[config.mk]
export PLATFORM = sky130hd
export DESIGN_NAME = slave_fifo_wr_arbiter
export DESIGN_NICKNAME = d
export VERILOG_FILES = /design/src/rtl/slfifo_pkg.sv /design/src/rtl/rr_arb2.sv /design/src/rtl/slave_fifo_wr_arbiter.sv
export SDC_FILE = /design/constraint.sdc
export NUM_CORES = 1
export LEC_CHECK = 0
export CELL_PAD_IN_SITES_DETAIL_PLACEMENT = 0
export CELL_PAD_IN_SITES_GLOBAL_PLACEMENT = 2
export CORE_MARGIN = 2
export CORE_UTILIZATION = 20
export CTS_CLUSTER_DIAMETER = 40
export DETAILED_ROUTE_END_ITERATION = 7
export PLACE_DENSITY_LB_ADDON = 0.1
export SYNTH_ARGS = -nofsm -noshare
export SYNTH_HDL_FRONTEND = slang
export SYNTH_SLANG_ARGS = --single-unit
[constraint.sdc]
create_clock -name clk_100 -period 1.85 [get_ports clk_100]
set_input_delay 0.2775 -clock clk_100 [delete_from_list [all_inputs] [get_ports clk_100]]
set_output_delay 0.2775 -clock clk_100 [all_outputs]
set_load 0.01 [all_outputs]
[src/rtl/slfifo_pkg.sv]
// rtl/slfifo_pkg.sv - shared types, defaults and round-robin helper for the slave FIFO write arbiter
//
// Purpose : state encoding, parameter defaults and the two-way round-robin pick
//           function shared by slave_fifo_wr_arbiter and rr_arb2.
// Contents: slfifo_state_t, SLFIFO_DW, SLFIFO_BURST_LEN, rr_pick().
package slfifo_pkg;

  typedef enum logic [1:0] {
    ST_IDLE       = 2'd0,
    ST_WAIT_FLAGB = 2'd1,
    ST_WRITE      = 2'd2,
    ST_TURNAROUND = 2'd3
  } slfifo_state_t;

  localparam int SLFIFO_DW        = 32;
  localparam int SLFIFO_BURST_LEN = 256;

  // One-hot pick from two requests; on a tie the source not served last wins.
  function automatic logic [1:0] rr_pick(input logic [1:0] req, input logic last_src1);
    logic [1:0] pick;
    case (req)
      2'b01:   pick = 2'b01;
      2'b10:   pick = 2'b10;
      2'b11:   pick = last_src1 ? 2'b01 : 2'b10;
      default: pick = 2'b00;
    endcase
    return pick;
  endfunction

endpackage

[src/rtl/rr_arb2.sv]
// rtl/rr_arb2.sv - two-request round-robin picker with registered history
//
// Purpose : combinational one-hot pick between two requesters, with the
//           "who was granted last" bit registered and updated on request.
// Ports   : clk_100  - clock (rising edge)
//           reset    - synchronous active-high reset; history becomes "src1 last"
//           req      - request vector, bit N = source N
//           update   - commit the current pick as the new history
//           pick     - one-hot choice, 0 when no request
module rr_arb2
  import slfifo_pkg::*;
(
  input  logic       clk_100,
  input  logic       reset,
  input  logic [1:0] req,
  input  logic       update,
  output logic [1:0] pick
);

  logic last_src1;

  assign pick = rr_pick(req, last_src1);

  always_ff @(posedge clk_100) begin
    if (reset) begin
      last_src1 <= 1'b1;
    end else if (update) begin
      last_src1 <= pick[1];
    end
  end

endmodule

[src/rtl/slave_fifo_wr_arbiter.sv]
// rtl/slave_fifo_wr_arbiter.sv - two-source burst write arbiter for an FX3 slave FIFO
//
// Purpose : grants one of two word sources per burst (round-robin on ties) and
//           streams its words to the FX3 slave FIFO with registered slwr_n,
//           pktend_n and fifo_data. Bursts end after BURST_LEN words.
// Config  : SLFIFO_PKTEND_EN - when defined, a word with srcN_last=1 also ends
//           the burst and raises pktend_n=0 alongside it for short packets.
// Ports   : clk_100, reset (sync, active-high)
//           enable, flaga_d, flagb_d      - burst start permission and FX3 flags
//           src0_* / src1_*               - valid/data/last in, ready out (combinational)
//           slwr_n, pktend_n, fifo_data   - registered FX3 write interface
//           grant                         - one-hot burst owner, 0 when idle
module slave_fifo_wr_arbiter
  import slfifo_pkg::*;
#(
  parameter int BURST_LEN = SLFIFO_BURST_LEN,
  parameter int DW        = SLFIFO_DW
) (
  input  logic          clk_100,
  input  logic          reset,
  input  logic          enable,
  input  logic          flaga_d,
  input  logic          flagb_d,
  input  logic          src0_valid,
  input  logic [DW-1:0] src0_data,
  input  logic          src0_last,
  output logic          src0_ready,
  input  logic          src1_valid,
  input  logic [DW-1:0] src1_data,
  input  logic          src1_last,
  output logic          src1_ready,
  output logic          slwr_n,
  output logic          pktend_n,
  output logic [DW-1:0] fifo_data,
  output logic [1:0]    grant
);

  localparam int CW = $clog2(BURST_LEN) + 1;
  localparam logic [CW-1:0] BURST_CNT = CW'(BURST_LEN);

  slfifo_state_t state_q;
  logic [CW-1:0] word_cnt;
  logic [1:0]    pick;
  logic          start;
  logic          g_valid;
  logic          g_last;
  logic [DW-1:0] g_data;
  logic          xfer;
  logic [CW-1:0] cnt_next;
  logic          full_end;
  logic          last_end;
  logic          short_pkt;

  assign start = (state_q == ST_IDLE) && enable && flaga_d && (|pick);

  rr_arb2 u_rr_arb2 (
    .clk_100 (clk_100),
    .reset   (reset),
    .req     ({src1_valid, src0_valid}),
    .update  (start),
    .pick    (pick)
  );

  // Grant is one-hot and zero outside a burst, so AND-OR muxing is safe.
  assign g_valid = (grant[0] & src0_valid) | (grant[1] & src1_valid);
  assign g_last  = (grant[0] & src0_last)  | (grant[1] & src1_last);
  assign g_data  = ({DW{grant[0]}} & src0_data) | ({DW{grant[1]}} & src1_data);

  assign xfer       = (state_q == ST_WRITE) && g_valid && flagb_d;
  assign src0_ready = xfer & grant[0];
  assign src1_ready = xfer & grant[1];

  assign cnt_next = word_cnt + 1'b1;
  assign full_end = xfer && (cnt_next == BURST_CNT);

`ifdef SLFIFO_PKTEND_EN
  assign last_end  = xfer && g_last;
  // A last word that also fills the burst is a plain full packet: no pktend.
  assign short_pkt = last_end && !full_end;
`else
  logic unused_last;
  assign unused_last = g_last;
  assign last_end    = 1'b0;
  assign short_pkt   = 1'b0;
`endif

  always_ff @(posedge clk_100) begin
    if (reset) begin
      state_q   <= ST_IDLE;
      grant     <= 2'b00;
      word_cnt  <= '0;
      slwr_n    <= 1'b1;
      pktend_n  <= 1'b1;
      fifo_data <= '0;
    end else begin
      slwr_n   <= ~xfer;
      pktend_n <= ~short_pkt;
      if (xfer) begin
        fifo_data <= g_data;
      end

      case (state_q)
        ST_IDLE: begin
          if (start) begin
            grant    <= pick;
            word_cnt <= '0;
            state_q  <= ST_WAIT_FLAGB;
          end
        end
        ST_WAIT_FLAGB: begin
          if (flagb_d) begin
            state_q <= ST_WRITE;
          end
        end
        ST_WRITE: begin
          if (xfer) begin
            word_cnt <= cnt_next;
            if (full_end || last_end) begin
              grant   <= 2'b00;
              state_q <= ST_TURNAROUND;
            end
          end
        end
        ST_TURNAROUND: begin
          state_q <= ST_IDLE;
        end
        default: begin
          grant   <= 2'b00;
          state_q <= ST_IDLE;
        end
      endcase
    end
  end

endmodule

==> run_results.csv <==
group,metric,value,unit
route,wl_per_cell,15.33,um
clock_tree,cts_buffers,5,
pwr,pwr-share-seq,0.370,
status,status,"finished with violations",
timing,max_freq,530.7,MHz
critical_path,cp-end-kind,"flip-flop",
critical_path,worst-setup-path-type,"flip-flop to flip-flop",
logic_synthesis,avgSynthCellArea,8.594,um2
logic_synthesis,ys_seq_area_frac,0.4227,
global_routing,grt_pass1_wl,12610,um
timing,worst_slack,-34.19,ps
logic_synthesis,synth_edf_count,0,
critical_path,arrival,2070,ps
global_routing,grt_util_all_layers,0.1362,
die,die_h,109.5,um
logic_synthesis,synth_top_area_frac,0.4227,
logic_synthesis,ys_types,45,
logic_synthesis,yosysMostFrequentCell,"dfxtp_1",
die,row_count,38,
pwr,p_sw,944.5,uW
clock_tree,clk_latency,290,ps
critical_path,cp_max_fo,3,
global_routing,grt_max_degree,30,
timing,finalMaxSlewViolations,0,
status,violations,"setup timing",
route,vias_per_cell,4.665,
placement,routabilityCongestion,0.7106,
global_routing,first_global_vias,2358,
die,dieArea,0.01199,mm2
cells_and_area,fin_nets,461,
logic_synthesis,synth-async-reset-ratio,0,
die,core_area,0.01084,mm2
clock_tree,hold_buffers,0,
clock_tree,clk_pin_slew,90,ps
clock_tree,cts_root_buf,"clkbuf_8",
logic_synthesis,yosys.area.top_type,"dfxtp_1",
hold_path,hold_class,"primary input to flip-flop",
route,drtIter0Drc,64,
logic_synthesis,yosys_most_used_dff,"dfxtp_1",
logic_synthesis,synth_area_leaders,"dfxtp_1 42%, a221oi_1 13%, nor3_1 7.4%",
pwr,peakVddDrop,0.0004826,V
global_routing,grt-ovfl-total,0,
placement,numPortBuffers,107,
timing,period_share,1.018,
pwr,power.static_leakage,0.001341,uW
logic_synthesis,synth_common_cells,"47 x dfxtp_1, 43 x nor2_1, 33 x nor3_1",
route,drcViolationCount,0,
clock_tree,clock_path_buffers,2,
critical_path,cp.required,2040,ps
timing,slew_headroom,0.6441,
route,antenna_left,0,
logic_synthesis,ys_seq_elements,47,
placement,dp_slack,-252.9,ps
route,first_pass_iters,4,
die,io_pins,111,
cells_and_area,diodes,0,
pwr,switching_share,0.3218,
logic_synthesis,syn-instance-count,259,
placement,hpwl,5769,um
cells_and_area,area_delta_synth_final,72.12,%
timing,finalSetupViolCount,2,
logic_synthesis,netlist_area,0.002226,mm2
logic_synthesis,syn_nets,336,
cells_and_area,utilization,0.3534,
timing,finalCriticalPeriod,1884,ps
timing,skew,5.405,ps
pwr,p_int,1991,uW
die,start_util,0.2053,
clock_tree,cts_tree,"yes",
logic_synthesis,yosys_warnings,0,
route,vias,2449,
timing,worst_pin_slew,533.8,ps
timing,finalHoldViolCount,0,
clock_tree,cts.sinks,47,
clock_tree,cts_max_level,2,
pwr,p_total,2935,uW
pwr,power_frac_clock,0.270,
die,die_x,109.5,um
critical_path,startpoint_type,"flip-flop",
pwr,pwr-share-comb,0.360,
cells_and_area,drive_above_1_share,0.1688,
pwr,power.density,766.1,mW/mm2
global_routing,antenna_found_initial,0,
flow_run,drv_cap,0,
timing,rsz0062_at_grt,"true",
route,wirelength,8049,um
-- critical path: stages (launching register included) --
cell and delay, ps:
dfxtp_2 340, ha_4 170, nor4b_4 270, o2111ai_2 180
a2111oi_4 460, buf_4 180, a21oi_2 40, mux2i_1 120
-- cell type report --
class	count	area [um2]
clock buffer	6	82.58
clock inverter	2	35.03
fill	1154	7009
inverter	2	7.507
multi-input combinational	187	1249
sequential	47	944.7
tap	140	175.2
timing repair buffer	141	1338
-- flip-flops by register name (all words and copies together) (netlist names) --
signal               cells
fifo_data               32
word_cnt                 9
grant                    2
state_q                  2
slwr_n                   1
u_rr_arb2.last_src1      1
-- layout by cell type, fill, tap and decap left out, types with 3 or more instances in the layout --
| master | netlist | routed |
|---|---|---|
| clkdlybuf4s50_1 | 0 | 103 |
| dfxtp_1 | 47 | 44 |
| nor2_1 | 43 | 42 |
| nor3_1 | 33 | 33 |
| a221oi_1 | 32 | 31 |
| buf_4 | 1 | 30 |
| nand2_1 | 10 | 9 |
| nand3_1 | 7 | 7 |
| clkbuf_8 | 0 | 6 |
| nand2b_1 | 5 | 5 |
| o21ai_0 | 4 | 4 |
| a311oi_1 | 4 | 4 |
| a21oi_1 | 6 | 4 |
| and2_1 | 3 | 3 |
| a211oi_1 | 3 | 3 |
| a21oi_2 | 1 | 3 |
| nand3b_1 | 3 | 3 |
| buf_2 | 6 | 3 |
| buf_6 | 1 | 3 |
| dfxtp_2 | 0 | 3 |
-- logic make-up after synthesis --
kind of cell | count (synthesis) | synth area share
AOI/OAI and AO/OA | 64 | 0.2400
DFF | 47 | 0.4227
muxes | 2 | 0.008994
other | 1 | 0.001685
and+or+nand+nor | 116 | 0.2535
adders and majority gates | 4 | 0.02249
buffers and inverters | 25 | 0.05059
-- through the flow --
step	std cells	area [um2]	setup TNS, ps	hold slack, ps
floorplan	259	2226	0	428.0
global placement	512	3595	-6818	477.9
detailed placement	512	3595	-6865	472.9
CTS	522	3744	0	455.2
global route	525	3831	-429.8	447.6
finish	525	3831	-66.81	431.4
-- layer usage --
layer,vias up,GRT usage,share of wire
met4,0,0.04250,0.015
met5,-,0,0
met3,12,0.03794,0.074
met1,1137,0.1813,0.45
met2,75,0.2130,0.46
li1,1225,-,-
-- power by group through the flow --
stage          logic [uW]  clock network [uW]  registers [uW]
3_5_place_dp         1010                   0            1100
5_1_grt              1160                 878            1090
6_report             1060                 793            1090
3_3_place_gp         1010                   0            1100
2_1_floorplan         474                   0            1110
4_1_cts              1030                 842            1080
-- final timing paths --
check | startpoint | end | slack, ps | depth (start not counted)
setup / recovery | word_cnt[0] | grant[1] | -30 | 7
hold / removal | src1_valid | grant[1] | 430 | 4
setup reg to reg | word_cnt[0] | grant[1] | -30 | 7
hold reg to reg | u_rr_arb2.last_src1 | u_rr_arb2.last_src1 | 490 | 1
-- repair_timing --
action	in CTS	in global routing
endpoints found under the setup margin	7	37
buffers inserted	2	3
gates cloned	0	0
pin swaps	4	7
resized for setup	16	14
(Power assumes the default switching activity.)
